`config.mk`:
```
export PLATFORM = sky130hd
export DESIGN_NAME = qam_symbol_mapper
export DESIGN_NICKNAME = d
export VERILOG_FILES = /design/src/rtl/qam_symbol_mapper.sv
export SDC_FILE = /design/constraint.sdc
export NUM_CORES = 1
export LEC_CHECK = 0
export CAP_MARGIN = 20
export CELL_PAD_IN_SITES_DETAIL_PLACEMENT = 0
export CELL_PAD_IN_SITES_GLOBAL_PLACEMENT = 1
export CORE_MARGIN = 2
export CORE_UTILIZATION = 30
export CTS_CLUSTER_DIAMETER = 150
export CTS_CLUSTER_SIZE = 25
export DETAILED_ROUTE_END_ITERATION = 10
export PLACE_DENSITY = 0.71
export SETUP_SLACK_MARGIN = 0.15
export SYNTH_ARGS = -nofsm -noshare
export SYNTH_HDL_FRONTEND = slang
export SYNTH_SLANG_ARGS = --single-unit
```
`constraint.sdc`:
```
create_clock -name clk_in -period 2.35 [get_ports clk_in]
set_input_delay 0.235 -clock clk_in [delete_from_list [all_inputs] [get_ports clk_in]]
set_output_delay 0.235 -clock clk_in [all_outputs]
set_load 0.02 [all_outputs]
```
`src/rtl/qam_symbol_mapper.sv`:
```
// qam_symbol_mapper
//   Collects serial bits into symbols and maps each symbol to signed I/Q
//   amplitudes for the shaping filter. QPSK (2 bits/symbol) and 16QAM
//   (4 bits/symbol). bit_clk and sym_clk are treated as data on clk_in and
//   edge-detected.
//
//   Optional feature macro: MAP_PRBS_EN
//     defined   -> bit_in ignored; bits come from an internal PRBS-9 LFSR
//                  (x^9 + x^5 + 1), seeded to 9'h1FF on rst, advanced per bit.
//     undefined -> bit_in is the data source; no LFSR logic.
//
// Ports:
//   clk_in     in   system clock (only clock)
//   rst        in   synchronous active-high reset
//   mod_type   in   0 = QPSK, 1 = 16QAM
//   bit_clk    in   bit-rate square wave; rising edge = new bit
//   sym_clk    in   symbol-rate square wave; rising edge = symbol boundary
//   bit_in     in   serial data, valid at bit_clk rising edge
//   i_out      out  signed in-phase amplitude, held between symbols
//   q_out      out  signed quadrature amplitude, held between symbols
//   sym_idx    out  raw symbol bits, first-received bit is MSB
//   sym_valid  out  one-cycle pulse when a new symbol is presented
//   sync_err   out  one-cycle pulse on a boundary with the wrong bit count
module qam_symbol_mapper #(
    parameter int IQ_W   = 8,
    parameter int LVL_Q  = 64,
    parameter int LVL_HI = 96,
    parameter int LVL_LO = 32
) (
    input  logic                   clk_in,
    input  logic                   rst,
    input  logic                   mod_type,
    input  logic                   bit_clk,
    input  logic                   sym_clk,
    input  logic                   bit_in,
    output logic signed [IQ_W-1:0] i_out,
    output logic signed [IQ_W-1:0] q_out,
    output logic [3:0]             sym_idx,
    output logic                   sym_valid,
    output logic                   sync_err
);

    localparam logic signed [IQ_W-1:0] POS_Q  = IQ_W'(LVL_Q);
    localparam logic signed [IQ_W-1:0] NEG_Q  = -POS_Q;
    localparam logic signed [IQ_W-1:0] POS_HI = IQ_W'(LVL_HI);
    localparam logic signed [IQ_W-1:0] NEG_HI = -POS_HI;
    localparam logic signed [IQ_W-1:0] POS_LO = IQ_W'(LVL_LO);
    localparam logic signed [IQ_W-1:0] NEG_LO = -POS_LO;

    // Gray pair per axis: 00 -> +HI, 01 -> +LO, 11 -> -LO, 10 -> -HI
    function automatic logic signed [IQ_W-1:0] gray_level(input logic [1:0] p);
        case (p)
            2'b00:   gray_level = POS_HI;
            2'b01:   gray_level = POS_LO;
            2'b11:   gray_level = NEG_LO;
            default: gray_level = NEG_HI;
        endcase
    endfunction

    // ------------------------------------------------------------------
    // Input sampling and edge detection
    // ------------------------------------------------------------------
    logic bit_clk_r0, bit_clk_r1;
    logic sym_clk_r0, sym_clk_r1;
    logic mod_type_r;
    logic bit_edge, sym_edge;
    logic ser_bit;

    always_ff @(posedge clk_in) begin
        if (rst) begin
            bit_clk_r0 <= 1'b0;
            bit_clk_r1 <= 1'b0;
            sym_clk_r0 <= 1'b0;
            sym_clk_r1 <= 1'b0;
            mod_type_r <= 1'b0;
        end else begin
            bit_clk_r0 <= bit_clk;
            bit_clk_r1 <= bit_clk_r0;
            sym_clk_r0 <= sym_clk;
            sym_clk_r1 <= sym_clk_r0;
            mod_type_r <= mod_type;
        end
    end

    assign bit_edge = bit_clk_r0 & ~bit_clk_r1;
    assign sym_edge = sym_clk_r0 & ~sym_clk_r1;

`ifdef MAP_PRBS_EN
    // Serial bit is the LFSR MSB before the shift; taps at bits 9 and 5.
    logic [8:0] lfsr;

    always_ff @(posedge clk_in) begin
        if (rst)
            lfsr <= 9'h1FF;
        else if (bit_edge)
            lfsr <= {lfsr[7:0], lfsr[8] ^ lfsr[4]};
    end

    assign ser_bit = lfsr[8];
`else
    logic bit_in_r0;

    always_ff @(posedge clk_in) begin
        if (rst)
            bit_in_r0 <= 1'b0;
        else
            bit_in_r0 <= bit_in;
    end

    assign ser_bit = bit_in_r0;
`endif

    // ------------------------------------------------------------------
    // Bit collection and symbol decision
    // ------------------------------------------------------------------
    logic [3:0] shift_q, shift_next, shift_d;
    logic [2:0] bit_cnt, cnt_next, cnt_d;
    logic [2:0] bps;
    logic       resync, resync_d;
    logic       mod_chg;
    logic       hit, err;

    assign bps     = mod_type_r ? 3'd4 : 3'd2;
    // mod_type_r is about to take a new value this cycle
    assign mod_chg = mod_type ^ mod_type_r;

    // A bit arriving with the boundary is shifted in before the decision
    assign cnt_next   = bit_edge ? ((bit_cnt == 3'd7) ? 3'd7 : bit_cnt + 3'd1) : bit_cnt;
    assign shift_next = bit_edge ? {shift_q[2:0], ser_bit} : shift_q;

    always_comb begin
        cnt_d    = cnt_next;
        shift_d  = shift_next;
        resync_d = resync;
        hit      = 1'b0;
        err      = 1'b0;
        if (mod_chg) begin
            // Mode change wins over a coincident boundary: that boundary is
            // swallowed and the next one is the silent resync.
            cnt_d    = 3'd0;
            shift_d  = 4'd0;
            resync_d = 1'b1;
        end else if (sym_edge) begin
            cnt_d = 3'd0;
            if (resync)
                resync_d = 1'b0;
            else if (cnt_next == bps)
                hit = 1'b1;
            else
                err = 1'b1;
        end
    end

    always_ff @(posedge clk_in) begin
        if (rst) begin
            shift_q <= 4'd0;
            bit_cnt <= 3'd0;
            resync  <= 1'b1;
        end else begin
            shift_q <= shift_d;
            bit_cnt <= cnt_d;
            resync  <= resync_d;
        end
    end

    // ------------------------------------------------------------------
    // Mapping
    // ------------------------------------------------------------------
    logic [3:0]             map_idx;
    logic signed [IQ_W-1:0] map_i, map_q;

    always_comb begin
        if (mod_type_r) begin
            map_idx = shift_next;
            map_i   = gray_level(shift_next[3:2]);
            map_q   = gray_level(shift_next[1:0]);
        end else begin
            map_idx = {2'b00, shift_next[1:0]};
            map_i   = shift_next[1] ? NEG_Q : POS_Q;
            map_q   = shift_next[0] ? NEG_Q : POS_Q;
        end
    end

    // ------------------------------------------------------------------
    // Two-stage output pipeline: decision stage, then presentation stage.
    // sym_valid lands two clk_in cycles after sym_clk is first sampled high.
    // ------------------------------------------------------------------
    logic                   s1_vld, s1_err;
    logic [3:0]             s1_idx;
    logic signed [IQ_W-1:0] s1_i, s1_q;

    always_ff @(posedge clk_in) begin
        if (rst) begin
            s1_vld    <= 1'b0;
            s1_err    <= 1'b0;
            s1_idx    <= 4'd0;
            s1_i      <= '0;
            s1_q      <= '0;
            sym_valid <= 1'b0;
            sync_err  <= 1'b0;
            sym_idx   <= 4'd0;
            i_out     <= '0;
            q_out     <= '0;
        end else begin
            s1_vld    <= hit;
            s1_err    <= err;
            if (hit) begin
                s1_idx <= map_idx;
                s1_i   <= map_i;
                s1_q   <= map_q;
            end
            sym_valid <= s1_vld;
            sync_err  <= s1_err;
            if (s1_vld) begin
                sym_idx <= s1_idx;
                i_out   <= s1_i;
                q_out   <= s1_q;
            end
        end
    end

endmodule

```
==> impl_metrics.env <==
export IMPL_postRouteWirelength_um=2450
export IMPL_netSwitchingFraction=0.197
export IMPL_critical_path_slowest_cell="or4_1"
export IMPL_ys_warnings_count=0
export IMPL_topRoutingLayerUsed="met4"
export IMPL_critPathBufInv=0
export IMPL_final_fill_count=473
export IMPL_floorplan_core_area_um2=4660
export IMPL_vias_per_cell=4.58
export IMPL_tritoncts="yes"
export IMPL_drt_antenna_violating_nets=0
export IMPL_min_period_over_period=0.883
export IMPL_post_route_drc_count=0
export IMPL_routed_via_count=1004
export IMPL_initial_utilization=0.307
export IMPL_critical_path_max_stage_delay_ns=0.51
export IMPL_synthCells=144
export IMPL_grt_setup_unrepaired="false"
export IMPL_critical_path_required_ns=2.57
export IMPL_cts_clk_slew_worst_paths_ns=0.07
export IMPL_timing_max_cap_violations=0
export IMPL_synth_yosys_seq_area_share=0.504
export IMPL_worst_pin_slew_ns=0.560
export IMPL_critical_path_endpoint_type="register"
export IMPL_cell_pwr_density_nw_per_um2=718
export IMPL_pwr_share_seq=0.492
export IMPL_layout_min_cycle_time_ns=2.08
export IMPL_arrival_ns=2.29
export IMPL_worst_setup_path_class="register to register"
export IMPL_post_synth_cell_area_avg_um2=9.93
export IMPL_ios=28
export IMPL_die_y_um=73.0
export IMPL_finished_layout_cell_area_um2=1760
export IMPL_peakVddDrop_uv=377
export IMPL_cts_resized=0
export IMPL_timing_reg2reg_setup_slack_ns=0.27
export IMPL_clk_insertion_delay_late_ns=0.28
export IMPL_initial_antenna_violation_count=0
export IMPL_grt_overflow_total=0
export IMPL_maxSlewViolCount=0
export IMPL_hold_class="register to register"
export IMPL_cts_buffers=5
export IMPL_detail_route_wl_per_cell_um=11.2
export IMPL_cts_htree_levels=2
export IMPL_grt_first_pass_wirelength_um=4270
export IMPL_met2_wirelength_um=1130
export IMPL_antenna_diode_count=0
export IMPL_dp_hpwl_um=1800
export IMPL_switch_pwr_uw=249
export IMPL_placedInstanceArea_um2=1630
export IMPL_post_cts_hold_fix_bufs=0
export IMPL_grt_util_all_layers=0.104
export IMPL_clkPwrFrac=0.460
export IMPL_clkSinkCount=36
export IMPL_timing_critical_path_max_delay_family="simple AND/OR/NAND/NOR gates"
export IMPL_gp_routability_congestion=0.721
export IMPL_crit_path_max_fanout=9
export IMPL_p_int_uw=1010
export IMPL_flow_area_growth_from_synthesis_pct=23.0
export IMPL_setup_viol=0
export IMPL_post_cts_setup_buffer_count=0
export IMPL_syn_cell_area_um2=1430
export IMPL_port_buffers=17
export IMPL_fmaxAchievable_mhz=482
export IMPL_cts_buffer_depth=2
export IMPL_hold_viol_final=0
export IMPL_outcome="finished clean"
export IMPL_via_count_of_the_first_global_routing_pass=975
export IMPL_die_w_um=73.0
export IMPL_met1Wirelength_um=1190
export IMPL_post_route_cells_drive_above_1_share=0.109
export IMPL_largest_net_degree_at_the_start_of_global_routing=29
export IMPL_nNetsFinal=171
export IMPL_rows=25
export IMPL_floorplan_die_area_um2=5340
export IMPL_detail_route_iter0_violations=54
export IMPL_met3_wirelength_um=99
export IMPL_master_cell_of_the_clock_root_buffer="clkbuf_8"
export IMPL_maxSlewHeadroom=0.626
export IMPL_synth_seq_cells=36
export IMPL_cp_start_kind="register"
export IMPL_final_util=0.377
export IMPL_combinationalPowerShare=0.049
export IMPL_count_of_unique_library_cells_instantiated_by_yosys=25
export IMPL_drt_pass1_iterations=4
export IMPL_power_leakage_uw=0.000638
export IMPL_worstPathCellList="ha_2 > and3b_1 > or3_1 > mux2_4 > or4_1 > a21oi_1"
export IMPL_clock_skew_final_ns=0.00390
export IMPL_fin_setup_tns_ns=0
## cell usage after synthesis, drive strengths merged
| master | instances | share of area |
|---|---|---|
| buf | 13 | 0.066 |
| mux2i | 18 | 0.13 |
| o21ai | 6 | 0.021 |
| xor2 | 3 | 0.018 |
| and3b | 1 | 0.0061 |
| nor2 | 17 | 0.045 |
| ha | 1 | 0.0087 |
| a211oi | 3 | 0.016 |
| or2 | 1 | 0.0044 |
| nand2b | 3 | 0.013 |
| conb | 1 | 0.0026 |
| or3 | 2 | 0.0087 |
| a21bo | 1 | 0.0070 |
| inv | 2 | 0.0053 |
| or4 | 2 | 0.010 |
| a21oi | 10 | 0.035 |
| nor2b | 11 | 0.048 |
| a21o | 1 | 0.0053 |
| a311oi | 2 | 0.012 |
| mux2 | 1 | 0.010 |
| nand3 | 3 | 0.010 |
| clkbuf | 5 | 0.013 |
| dfxtp | 36 | 0.50 |
| nor3 | 1 | 0.0035 |
## logic make-up after synthesis
group / Yosys count / synth area share
AOI/OAI and AO/OA: 23 / 0.0962
xor gates and xnor gates: 3 / 0.0184
adders and majority gates: 1 / 0.00875
buffers and inverters: 20 / 0.0840
DFF: 36 / 0.504
muxes: 19 / 0.136
other: 1 / 0.00262
and+or+nand+nor: 41 / 0.150
## worst paths after layout
kind,startpoint,to,cells after the start
worst max-delay path,bit_cnt[0],s1_idx[2],6
worst min-delay path,s1_err,sync_err,1
worst max register to register,bit_cnt[0],s1_idx[2],6
worst min register to register,s1_err,sync_err,1
## per-layer routing
metal  GRT usage  vias up
met2       0.158       20
met1       0.130      474
met5           0        -
li1            -      507
met4      0.0535        0
met3      0.0373        3
## flip-flops by register name, summed over array words and instances (netlist names)
| name | flops |
|---|---|
| shift_q | 4 |
| s1_vld | 1 |
| bit_cnt | 3 |
| s1_i | 3 |
| s1_idx | 4 |
| sym_valid | 1 |
| mod_type_r | 1 |
| q_out | 2 |
| bit_clk_r0 | 1 |
| s1_q | 2 |
| sym_idx | 4 |
| bit_clk_r1 | 1 |
| i_out | 3 |
| sym_clk_r0 | 1 |
| s1_err | 1 |
| resync | 1 |
| sym_clk_r1 | 1 |
| bit_in_r0 | 1 |
| sync_err | 1 |
## cell type report
cell class	instances	area [µm²]	area share
inverters	2	7.51	0.00427
clock inverters	1	30.0	0.0171
multi-input cells	97	629	0.358
clock buffers	7	96.3	0.0548
repair buffers	22	208	0.118
flip-flops and latches	36	721	0.410
well taps	54	67.6	0.0384
## stage by stage
step                      total power [µW]  hold slack (ns)  setup WS, ns  std cells
after global routing                  1310            0.464         0.156        219
after detailed placement               696            0.428         0.239        211
after floorplan                        692            0.363         0.355        153
after global placement                 695            0.425         0.289        211
after CTS                             1280            0.445         0.228        219
final                                 1260            0.437         0.275        219
## layout by cell type (no fill, tap or decap)
| master | count |
|---|---|
| a211oi_1 | 3 |
| a21bo_2 | 1 |
| a21o_1 | 1 |
| a21oi_1 | 10 |
| a311oi_1 | 2 |
| and3b_1 | 1 |
| buf_4 | 5 |
| bufinv_16 | 1 |
| clkbuf_8 | 7 |
| clkdlybuf4s50_1 | 17 |
| conb_1 | 10 |
| dfxtp_1 | 36 |
| ha_2 | 1 |
| inv_1 | 2 |
| mux2_4 | 1 |
| mux2i_1 | 17 |
| mux2i_2 | 1 |
| nand2b_1 | 3 |
| nand3_1 | 3 |
| nor2_1 | 17 |
| nor2b_1 | 11 |
| nor3_1 | 1 |
| o21ai_0 | 6 |
| or2_2 | 1 |
| or3_1 | 2 |
| or4_1 | 2 |
| xor2_1 | 3 |
## worst reg2reg max path, cell delays in order, from the launching register on
cell     delay, ns
dfxtp_1       0.33
ha_2          0.20
and3b_1       0.20
or3_1         0.32
mux2_4        0.31
or4_1         0.51
a21oi_1       0.14
## power by group through the flow
stage / Combinational, µW / Clock [µW] / Sequential (µW)
6_report: 61.4 / 581 / 621
5_1_grt: 67.7 / 624 / 622
4_1_cts: 61.5 / 600 / 621
3_5_place_dp: 61.3 / 0 / 635
3_3_place_gp: 60.2 / 0 / 635
2_1_floorplan: 58.8 / 0 / 634
(Power assumes the default switching activity.)
